### src/rtl/ni_flit_injector_if.sv
// Endpoint-to-router injection bundle: packet descriptor, body words, flit output,
// per-VC credit return and status.
interface ni_flit_injector_if #(
  parameter int V    = 4,
  parameter int Fpay = 32,
  parameter int Lw   = 5
);
  localparam int Fw = 2 + V + Fpay;

  logic            pck_valid;
  logic            pck_ready;
  logic [V-1:0]    pck_vc;
  logic [Lw-1:0]   pck_len;
  logic [Fpay-1:0] pck_hdr;
  logic [Fpay-1:0] data_in;
  logic            data_valid;
  logic            data_ready;
  logic [Fw-1:0]   flit_out;
  logic            flit_out_we;
  logic [V-1:0]    credit_in;
  logic [V-1:0]    vc_full;
  logic            busy;
  logic            err;

  // The endpoint/router side drives descriptors, data and credits.
  modport master (
    output pck_valid, pck_vc, pck_len, pck_hdr, data_in, data_valid, credit_in,
    input  pck_ready, data_ready, flit_out, flit_out_we, vc_full, busy, err
  );

  // The injector consumes them and produces flits and status.
  modport slave (
    input  pck_valid, pck_vc, pck_len, pck_hdr, data_in, data_valid, credit_in,
    output pck_ready, data_ready, flit_out, flit_out_we, vc_full, busy, err
  );
endinterface

### src/rtl/ni_flit_injector.sv
// Segments local packets into header/body/tail flits and issues them under per-VC credit control.
// state | meaning
// IDLE  | waiting for a descriptor; pck_ready high
// HEAD  | descriptor latched; header flit issues when the VC has a credit
// BODY  | body/tail words forwarded one per transfer until remaining hits zero
module ni_flit_injector #(
  parameter int V    = 4,
  parameter int B    = 4,
  parameter int Fpay = 32,
  parameter int Lw   = 5
) (
  input  logic               clk,
  input  logic               reset,
  ni_flit_injector_if.slave  bus
);
  localparam int CW = $clog2(B + 1);
  localparam int FW = 2 + V + Fpay;
  localparam logic [CW-1:0] CRED_MAX = CW'(B);

  typedef enum logic [1:0] {IDLE, HEAD, BODY} state_t;

  state_t                r_state;
  logic [V-1:0]          r_vc;
  logic [Lw-1:0]         r_len;
  logic [Lw-1:0]         r_rem;
  logic [Fpay-1:0]       r_hdr;
  logic [V-1:0][CW-1:0]  r_credit;
  logic [V-1:0]          r_vc_full;
  logic [FW-1:0]         r_flit;
  logic                  r_we;
  logic                  r_err;

  logic                  w_req_ok;
  logic                  w_cred_ok;
  logic                  w_data_xfer;
  logic                  w_issue;
  logic [V-1:0]          w_dec;
  logic [V-1:0]          w_at_max;
  logic                  w_ovf;

  assign w_req_ok    = (bus.pck_vc != '0) &&
                       ((bus.pck_vc & (bus.pck_vc - V'(1))) == '0) &&
                       (bus.pck_len != '0);
  assign w_cred_ok   = |(r_vc & ~r_vc_full);
  assign w_data_xfer = (r_state == BODY) && w_cred_ok && bus.data_valid;
  assign w_issue     = ((r_state == HEAD) && w_cred_ok) || w_data_xfer;
  assign w_dec       = {V{w_issue}} & r_vc;

  genvar gv;
  generate
    for (gv = 0; gv < V; gv++) begin : g_max
      assign w_at_max[gv] = (r_credit[gv] == CRED_MAX);
    end
  endgenerate

  // A credit arriving on a full counter is only an overflow if no flit frees a slot that same edge.
  assign w_ovf = |(bus.credit_in & ~w_dec & w_at_max);

  always_ff @(posedge clk or negedge reset) begin
    if (!reset) begin
      for (int v = 0; v < V; v++) r_credit[v] <= CRED_MAX;
      r_vc_full <= '0;
    end else begin
      for (int v = 0; v < V; v++) begin
        if (bus.credit_in[v] && !w_dec[v]) begin
          if (!w_at_max[v]) begin
            r_credit[v]  <= r_credit[v] + CW'(1);
            r_vc_full[v] <= 1'b0;
          end
        end else if (w_dec[v] && !bus.credit_in[v]) begin
          r_credit[v]  <= r_credit[v] - CW'(1);
          r_vc_full[v] <= (r_credit[v] == CW'(1));
        end
      end
    end
  end

  always_ff @(posedge clk or negedge reset) begin
    if (!reset) begin
      r_state <= IDLE;
      r_vc    <= '0;
      r_len   <= '0;
      r_rem   <= '0;
      r_hdr   <= '0;
      r_flit  <= '0;
      r_we    <= 1'b0;
      r_err   <= 1'b0;
    end else begin
      r_we  <= 1'b0;
      r_err <= w_ovf;
      case (r_state)
        IDLE: begin
          if (bus.pck_valid) begin
            if (w_req_ok) begin
              r_vc    <= bus.pck_vc;
              r_len   <= bus.pck_len;
              r_rem   <= bus.pck_len;
              r_hdr   <= bus.pck_hdr;
              r_state <= HEAD;
            end else begin
              r_err <= 1'b1;
            end
          end
        end
        HEAD: begin
          if (w_cred_ok) begin
            r_flit  <= {1'b1, (r_len == Lw'(1)), r_vc, r_hdr};
            r_we    <= 1'b1;
            r_rem   <= r_rem - Lw'(1);
            r_state <= (r_len == Lw'(1)) ? IDLE : BODY;
          end
        end
        BODY: begin
          if (w_data_xfer) begin
            r_flit <= {1'b0, (r_rem == Lw'(1)), r_vc, bus.data_in};
            r_we   <= 1'b1;
            r_rem  <= r_rem - Lw'(1);
            if (r_rem == Lw'(1)) r_state <= IDLE;
          end
        end
        default: r_state <= IDLE;
      endcase
    end
  end

  assign bus.pck_ready   = (r_state == IDLE);
  assign bus.busy        = (r_state != IDLE);
  assign bus.data_ready  = (r_state == BODY) && w_cred_ok;
  assign bus.flit_out    = r_flit;
  assign bus.flit_out_we = r_we;
  assign bus.vc_full     = r_vc_full;
  assign bus.err         = r_err;
endmodule

### src/flat_wrapper.sv
// flat-port wrapper written by rule: the top's interface ports become plain ports
module ni_flit_injector_flat 
#(
  parameter int V    = 4,
  parameter int B    = 4,
  parameter int Fpay = 32,
  parameter int Lw   = 5
)
  (clk, reset, bus_pck_valid, bus_pck_vc, bus_pck_len, bus_pck_hdr, bus_data_in, bus_data_valid, bus_credit_in, bus_pck_ready, bus_data_ready, bus_flit_out, bus_flit_out_we, bus_vc_full, bus_busy, bus_err);
  ni_flit_injector_if #(.V(V), .Fpay(Fpay), .Lw(Lw)) bus_i ();
  input  logic clk;
  input  logic reset;
  input wire logic [$bits(bus_i.pck_valid)-1:0] bus_pck_valid;
  input wire logic [$bits(bus_i.pck_vc)-1:0] bus_pck_vc;
  input wire logic [$bits(bus_i.pck_len)-1:0] bus_pck_len;
  input wire logic [$bits(bus_i.pck_hdr)-1:0] bus_pck_hdr;
  input wire logic [$bits(bus_i.data_in)-1:0] bus_data_in;
  input wire logic [$bits(bus_i.data_valid)-1:0] bus_data_valid;
  input wire logic [$bits(bus_i.credit_in)-1:0] bus_credit_in;
  output wire logic [$bits(bus_i.pck_ready)-1:0] bus_pck_ready;
  output wire logic [$bits(bus_i.data_ready)-1:0] bus_data_ready;
  output wire logic [$bits(bus_i.flit_out)-1:0] bus_flit_out;
  output wire logic [$bits(bus_i.flit_out_we)-1:0] bus_flit_out_we;
  output wire logic [$bits(bus_i.vc_full)-1:0] bus_vc_full;
  output wire logic [$bits(bus_i.busy)-1:0] bus_busy;
  output wire logic [$bits(bus_i.err)-1:0] bus_err;
  assign bus_i.pck_valid = bus_pck_valid;
  assign bus_i.pck_vc = bus_pck_vc;
  assign bus_i.pck_len = bus_pck_len;
  assign bus_i.pck_hdr = bus_pck_hdr;
  assign bus_i.data_in = bus_data_in;
  assign bus_i.data_valid = bus_data_valid;
  assign bus_i.credit_in = bus_credit_in;
  assign bus_pck_ready = bus_i.pck_ready;
  assign bus_data_ready = bus_i.data_ready;
  assign bus_flit_out = bus_i.flit_out;
  assign bus_flit_out_we = bus_i.flit_out_we;
  assign bus_vc_full = bus_i.vc_full;
  assign bus_busy = bus_i.busy;
  assign bus_err = bus_i.err;
  ni_flit_injector #(.V(V), .B(B), .Fpay(Fpay), .Lw(Lw)) u_core (.clk(clk), .reset(reset), .bus(bus_i));
endmodule
### config.mk
export PLATFORM = sky130hd
export DESIGN_NAME = ni_flit_injector_flat
export DESIGN_NICKNAME = d
export VERILOG_FILES = /design/src/rtl/ni_flit_injector_if.sv /design/src/rtl/ni_flit_injector.sv /design/src/flat_wrapper.sv
export SDC_FILE = /design/constraint.sdc
export NUM_CORES = 1
export LEC_CHECK = 0
export CAP_MARGIN = 5
export CORE_UTILIZATION = 35
export DETAILED_ROUTE_END_ITERATION = 10
export SLEW_MARGIN = 20
export SYNTH_ARGS = -nofsm -noshare
export SYNTH_HDL_FRONTEND = slang
export SYNTH_SLANG_ARGS = --single-unit
### constraint.sdc
create_clock -name clk -period 6.1 [get_ports clk]
set_clock_uncertainty 0.2 [all_clocks]
set_input_delay 1.525 -clock clk [delete_from_list [all_inputs] [get_ports clk]]
set_output_delay 1.525 -clock clk [all_outputs]
set_load 0.05 [all_outputs]
==> impl_metrics.toml, run 1 <==
[critical_path]
worstPathCellList = "clkdlybuf4s50_1 -> inv_1 -> or4_4 -> o2bb2ai_2 -> nor2_4 -> buf_4 -> mux2_2"
slowest_delay_ns = 0.54
crit_start = "bus_pck_vc[1]"
worstPathArrival_ns = 3.97
path_buf_inv = 3
path_class = "primary input to flip-flop"
crit_family = "buffers and inverters"
reg2reg_from = "u_core.r_state[0]$_DFFE_PN0P_"
end_kind = "flip-flop"
crit_slowest_cell = "or4_4"
cp.required_ns = 6.14
crit_path_start_kind = "primary input"
crit_fanout = 31

[power_and_ir_drop]
power.leakage_nw = 2.88
ir_drop_v = 0.000292
cellPowerDensity_mw_per_mm2 = 574

[cts]
cts-root-buf = "clkbuf_16"
cts.clk_slew.worst_paths_ns = 0.07
numCtsBuffers = 9
postCtsSetupBuffers = 0
cts.path.max_buffers = 2
cts_tree = "yes"
insertion_delay_ns = 0.35
cts.sink_count = 104
h-tree-depth = 3
cts-resized-gates = 0
hold_buffers = 0

[sta]
setup_viol = 0
rsz0062_at_grt = "false"
period_needed_ns = 3.94
layout_setup_ws_ns = 2.16
slew_violations = 0
fin_crit_sh = 0.645
slew-limit-headroom = 0.469
finalHoldViolations = 0
fin_tns_setup_ns = 0
fmax_ghz = 0.254
worst_slew_pin_slew_ns = 0.796

[yosys]
avgSynthCellArea_sq_um = 11.3
yosys_warnings = 0
synth_edf_count = 0
ys_seq_area_frac = 0.513
netlist_area_sq_mm = 0.00508
ys_async_sr_fraction = 1.00
ys_types = 53
synth-main-ff-cell = "dfrtp_1"
syn_nets = 550
synth-seq-cells = 104
syn-instance-count = 448

[layout]
nets = 671
final_util = 0.485
drive_gt1_frac = 0.138
postLayoutCellArea_sq_mm = 0.00681
num_antenna_cells = 0
syn2layout_area_growth_pct = 33.9
final_cells = 754

[placement]
port_buffers = 127
placed_area_sq_mm = 0.00651
post-place-ws_ns = 1.77
dp.cells = 738
gp_congestion = 0.762
dp_hpwl_mm = 8.22

[floorplanning]
coreArea_sq_mm = 0.0140
design.die.area_sq_mm = 0.0150
row_count = 43
start_util = 0.362
die_h_microns = 123
num_io_pins = 128
die_w_microns = 123

[global_route]
overflow = 0
antenna_found_initial = 0
track_usage = 0.164
grt_pass1_vias = 3790
grt_max_degree = 67
grt_first_pass_wirelength_mm = 18.9

[routing]
wirelength_mm = 11.6
vias = 3731
avgViaCountPerCell = 4.95
wl_per_cell_microns = 15.4
first_pass_iters = 4
ant_nets = 0
drtIter0Drc = 150
drc = 0

[worst_hold_path]
hold_class = "flip-flop to flip-flop"
hp-start = "u_core.bus.flit_out[25]$_DFFE_PN0P_"

[run_status]
status = "finished clean"

[flow_run]
maxCapViolCount = 0
cells in the mapped netlist (all sizes together) (3+ instances only):
library cell	number	area, sq um
dfrtp	100	2500
mux2	45	507
nand2	45	169
o21ai	45	236
mux2i	38	380
inv	24	90.1
ha	21	263
a21oi	19	98.9
nor2	16	67.6
clkbuf	13	48.8
buf	8	62.6
nand3	7	35.0
nand4	6	37.5
nand2b	5	31.3
nor3b	5	37.5
a311oi	4	35.0
a41o	4	40.0
dfstp	4	105
xnor2	4	35.0
a211oi	3	22.5
o32ai	3	26.3
or4	3	30.0
registers in the layout, indices dropped and copies added, names as in the netlist:
register	cells
u_core.bus.flit_out	38
u_core.r_hdr	32
u_core.r_credit	12
u_core.r_len	5
u_core.r_rem	5
u_core.bus.vc_full	4
u_core.r_vc	4
u_core.r_state	2
u_core.bus.err	1
u_core.bus.flit_out_we	1
where the power goes:
| group | internal, W | switching (W) |
|---|---|---|
| logic | 0.000814 | 0.00125 |
| clock network | 0.000322 | 0.000261 |
| registers | 0.00105 | 0.000211 |
| total | 0.00218 | 0.00173 |
per-layer routing:
| metal | up-vias | share of wire | GRT usage |
|---|---|---|---|
| met2 | 112 | 0.45 | 0.261 |
| met3 | 8 | 0.071 | 0.0534 |
| met4 | 0 | 0.0091 | 0.0450 |
| met1 | 1779 | 0.47 | 0.214 |
| met5 | - | 0 | 0 |
| li1 | 1832 | - | - |
area by class of cell:
cell class              instances  area, sq um
clock inverters                 5         63.8
inverters                      24         90.1
clock buffers                  11          233
well taps                     180          225
multi-input cells             299         2290
flip-flops and latches        104         2610
fillers                      1262         7240
repair buffers                131         1300
cells in the final DEF (no fill, tap or decap), types with 7 or more instances in the layout:
cell / count
clkbuf_16: 9
nor2_1: 15
nand3_1: 7
nand2_1: 45
inv_1: 24
dfrtp_1: 100
clkdlybuf4s50_1: 126
ha_1: 20
mux2i_1: 38
o21ai_0: 43
mux2_2: 43
a21oi_1: 18
tightest hold or removal path, delay by kind of cell, from the launching register on:
family / cells / cell delay [ns]
AND/OR/NAND/NOR: 1 / 0.04
AO/OA/AOI/OAI: 1 / 0.06
flip-flops: 1 / 0.34
logic make-up (layout without fill, tap and decap cells):
logic type,Yosys count,count (layout),share of synthesized area
AOI/OAI and AO/OA,92,92,0.117
xor gates and xnor gates,5,5,0.00862
adders and majority gates,21,21,0.0517
buffers and inverters,45,171,0.0396
DFF,104,104,0.513
muxes,83,83,0.175
and+or+nand+nor,98,98,0.0958
final timing paths:
path	endpoint	slack, ns	cells past startpoint
worst max-delay path	u_core.r_hdr[24]$_DFFE_PN0P_	2.16	7
worst min-delay path	u_core.bus.flit_out[25]$_DFFE_PN0P_	0.28	2
worst max register to register	u_core.bus.err$_DFF_PN0_	3.17	9
worst min register to register	u_core.bus.flit_out[25]$_DFFE_PN0P_	0.28	2
max in group asynchronous	u_core.bus.flit_out[10]$_DFFE_PN0P_	3.56	2
min in group asynchronous	u_core.bus.flit_out[21]$_DFFE_PN0P_	1.05	1
stage by stage:
step                      power (W)  hold slack, ns
after global placement      0.00330           0.260
after global routing        0.00422           0.308
after floorplan             0.00273           0.257
after CTS                   0.00396           0.287
final                       0.00391           0.279
after detailed placement    0.00336           0.270
Power figures use the tool's default switching activity.
==> run 2, diff against run 1 <==
==> constraint.sdc (replaced) <==
create_clock -name clk -period 3.5 [get_ports clk]
set_clock_uncertainty 0.2 [all_clocks]
set_input_delay 0.875 -clock clk [delete_from_list [all_inputs] [get_ports clk]]
set_output_delay 0.875 -clock clk [all_outputs]
set_load 0.05 [all_outputs]
==> run 2 against run 1 <==
Net effect: die area is the same; global-route usage is essentially flat; final area grew 0.83%; register-to-register slack lost 2.5 ns; hold slack gained 0.0044 ns; critical path type is now flip-flop to primary output; count of clock-buffer cells in the layout shrank 1.
==> impl_metrics.toml, run 2 (synthesis results as in run 1) <==
[run_status]
status = "finished clean"

[worst_hold_path]
hold_path_depth = 2
hold_class = "flip-flop to flip-flop"

[critical_path]
reg2reg_depth = 7
crit_fanout = 3
crit_path_start_kind = "flip-flop"
end_kind = "primary output"
worstPathArrival_ns = 2.10
path_class = "flip-flop to primary output"
cp.required_ns = 2.42

[floorplanning]
coreArea_sq_mm = 0.0140
die_w_microns = 123
die_h_microns = 123
start_util = 0.362
row_count = 43
design.die.area_sq_mm = 0.0150
num_io_pins = 128

[cts]
cts-resized-gates = 0
cts.clk_slew.worst_paths_ns = 0.07
h-tree-depth = 3
numCtsBuffers = 9
cts_tree = "yes"
postCtsSetupBuffers = 0
insertion_delay_ns = 0.34
cts-root-buf = "clkbuf_16"
cts.path.max_buffers = 2
hold_buffers = 0
cts.sink_count = 104

[sta]
fin_crit_sh = 0.906
period_needed_ns = 3.17
finalHoldViolations = 0
holdWs_ns = 0.283
fmax_ghz = 0.315
fin_tns_setup_ns = 0
setup_viol = 0
slew-limit-headroom = 0.578
slew_violations = 0
worst_slew_pin_slew_ns = 0.634
rsz0062_at_grt = "false"

[global_route]
grt_max_degree = 67
antenna_found_initial = 0
grt_pass1_vias = 3809
overflow = 0
track_usage = 0.165
grt_first_pass_wirelength_mm = 19.0

[layout]
final_common_cell = "clkdlybuf4s50_1"
num_antenna_cells = 0
largest_reg_flops = 38
syn2layout_area_growth_pct = 35.0
nFillCells = 1305
final_cell_mix = "clkdlybuf4s50_1, dfrtp_1, nand2_1, o21ai_0, mux2_2"
nets = 673
drive_gt1_frac = 0.143

[routing]
drtIter0Drc = 137
avgViaCountPerCell = 4.99
wirelength_mm = 11.7
drc = 0
wl_per_cell_microns = 15.5
first_pass_iters = 4
vias = 3765
ant_nets = 0

[power_and_ir_drop]
cellPowerDensity_mw_per_mm2 = 1010
power.leakage_nw = 2.91
ir_drop_v = 0.000661

[flow_run]
maxCapViolCount = 0

[placement]
port_buffers = 127
gp_congestion = 0.795
dp_hpwl_mm = 8.43
==> run 2: area by class of cell <==
cell class | count | area [sq um] | area share
Multi-Input combinational cell | 299 | 2290 | 0.333
Clock buffer | 10 | 239 | 0.0348
Timing Repair Buffer | 133 | 1330 | 0.193
Sequential cell | 104 | 2610 | 0.380
Inverter | 24 | 90.1 | 0.0131
Tap cell | 180 | 225 | 0.0328
Clock inverter | 5 | 86.3 | 0.0126
==> run 2: where the power goes <==
group          switching [W]  internal [W]  leakage [nW]
registers           0.000365       0.00182          1.27
logic                0.00220       0.00143          1.48
clock network       0.000446      0.000649         0.160
total                0.00301       0.00390          2.91
==> run 2: worst paths after layout <==
check | start | end | slack [ns]
max | u_core.bus.vc_full[0]$_DFFE_PN0P_ | bus_data_ready | 0.33
min | u_core.bus.flit_out[24]$_DFFE_PN0P_ | u_core.bus.flit_out[24]$_DFFE_PN0P_ | 0.28
max reg2reg | u_core.r_state[0]$_DFFE_PN0P_ | u_core.bus.flit_out[21]$_DFFE_PN0P_ | 0.71
min reg2reg | u_core.bus.flit_out[24]$_DFFE_PN0P_ | u_core.bus.flit_out[24]$_DFFE_PN0P_ | 0.28
max in group asynchronous | reset | u_core.r_credit[2]$_DFFE_PN1P_ | 2.00
min in group asynchronous | reset | u_core.bus.flit_out[19]$_DFFE_PN0P_ | 0.33
==> run 2: routing by layer <==
| metal | wire length (microns) | up-vias | GRT usage |
|---|---|---|---|
| met1 | 5640 | 1810 | 0.220 |
| met2 | 5230 | 113 | 0.262 |
| met3 | 719 | 7 | 0.0469 |
| li1 | - | 1835 | - |
| met4 | 97 | 0 | 0.0389 |
| met5 | 0 | - | 0 |
==> run 2: worst max-delay path: stages (launching register included) <==
cell and delay, ns:
dfrtp_1 0.42, nand2b_1 0.20, nand4_1 0.15, and2_1 0.16, clkdlybuf4s50_1 0.82
==> run 2: through the flow <==
| stage | cell area, sq um | utilization | power (W) | worst slack, ns | instances |
|---|---|---|---|---|---|
| finish | 6860 | 0.489 | 0.00690 | 0.328 | 755 |
| global route | 6860 | 0.489 | 0.00745 | 0.228 | 755 |
| CTS | 6860 | 0.489 | 0.00701 | 0.318 | 755 |
| detailed placement | 6540 | 0.465 | 0.00588 | 0.154 | 740 |
| global placement | 6540 | 0.465 | 0.00577 | 0.221 | 740 |
| floorplan | 5080 | - | 0.00476 | 0.667 | 448 |
==> run 3, diff against run 2 <==
--- a/config.mk
+++ b/config.mk
@@ -7,6 +7,7 @@
 export LEC_CHECK = 0
 export CAP_MARGIN = 5
 export CORE_UTILIZATION = 35
+export CTS_CLUSTER_SIZE = 28
 export DETAILED_ROUTE_END_ITERATION = 10
 export SLEW_MARGIN = 20
 export SYNTH_ARGS = -nofsm -noshare
==> results of run 3 <==
The final DEF is identical to that of run 2; final timing and power are the same.
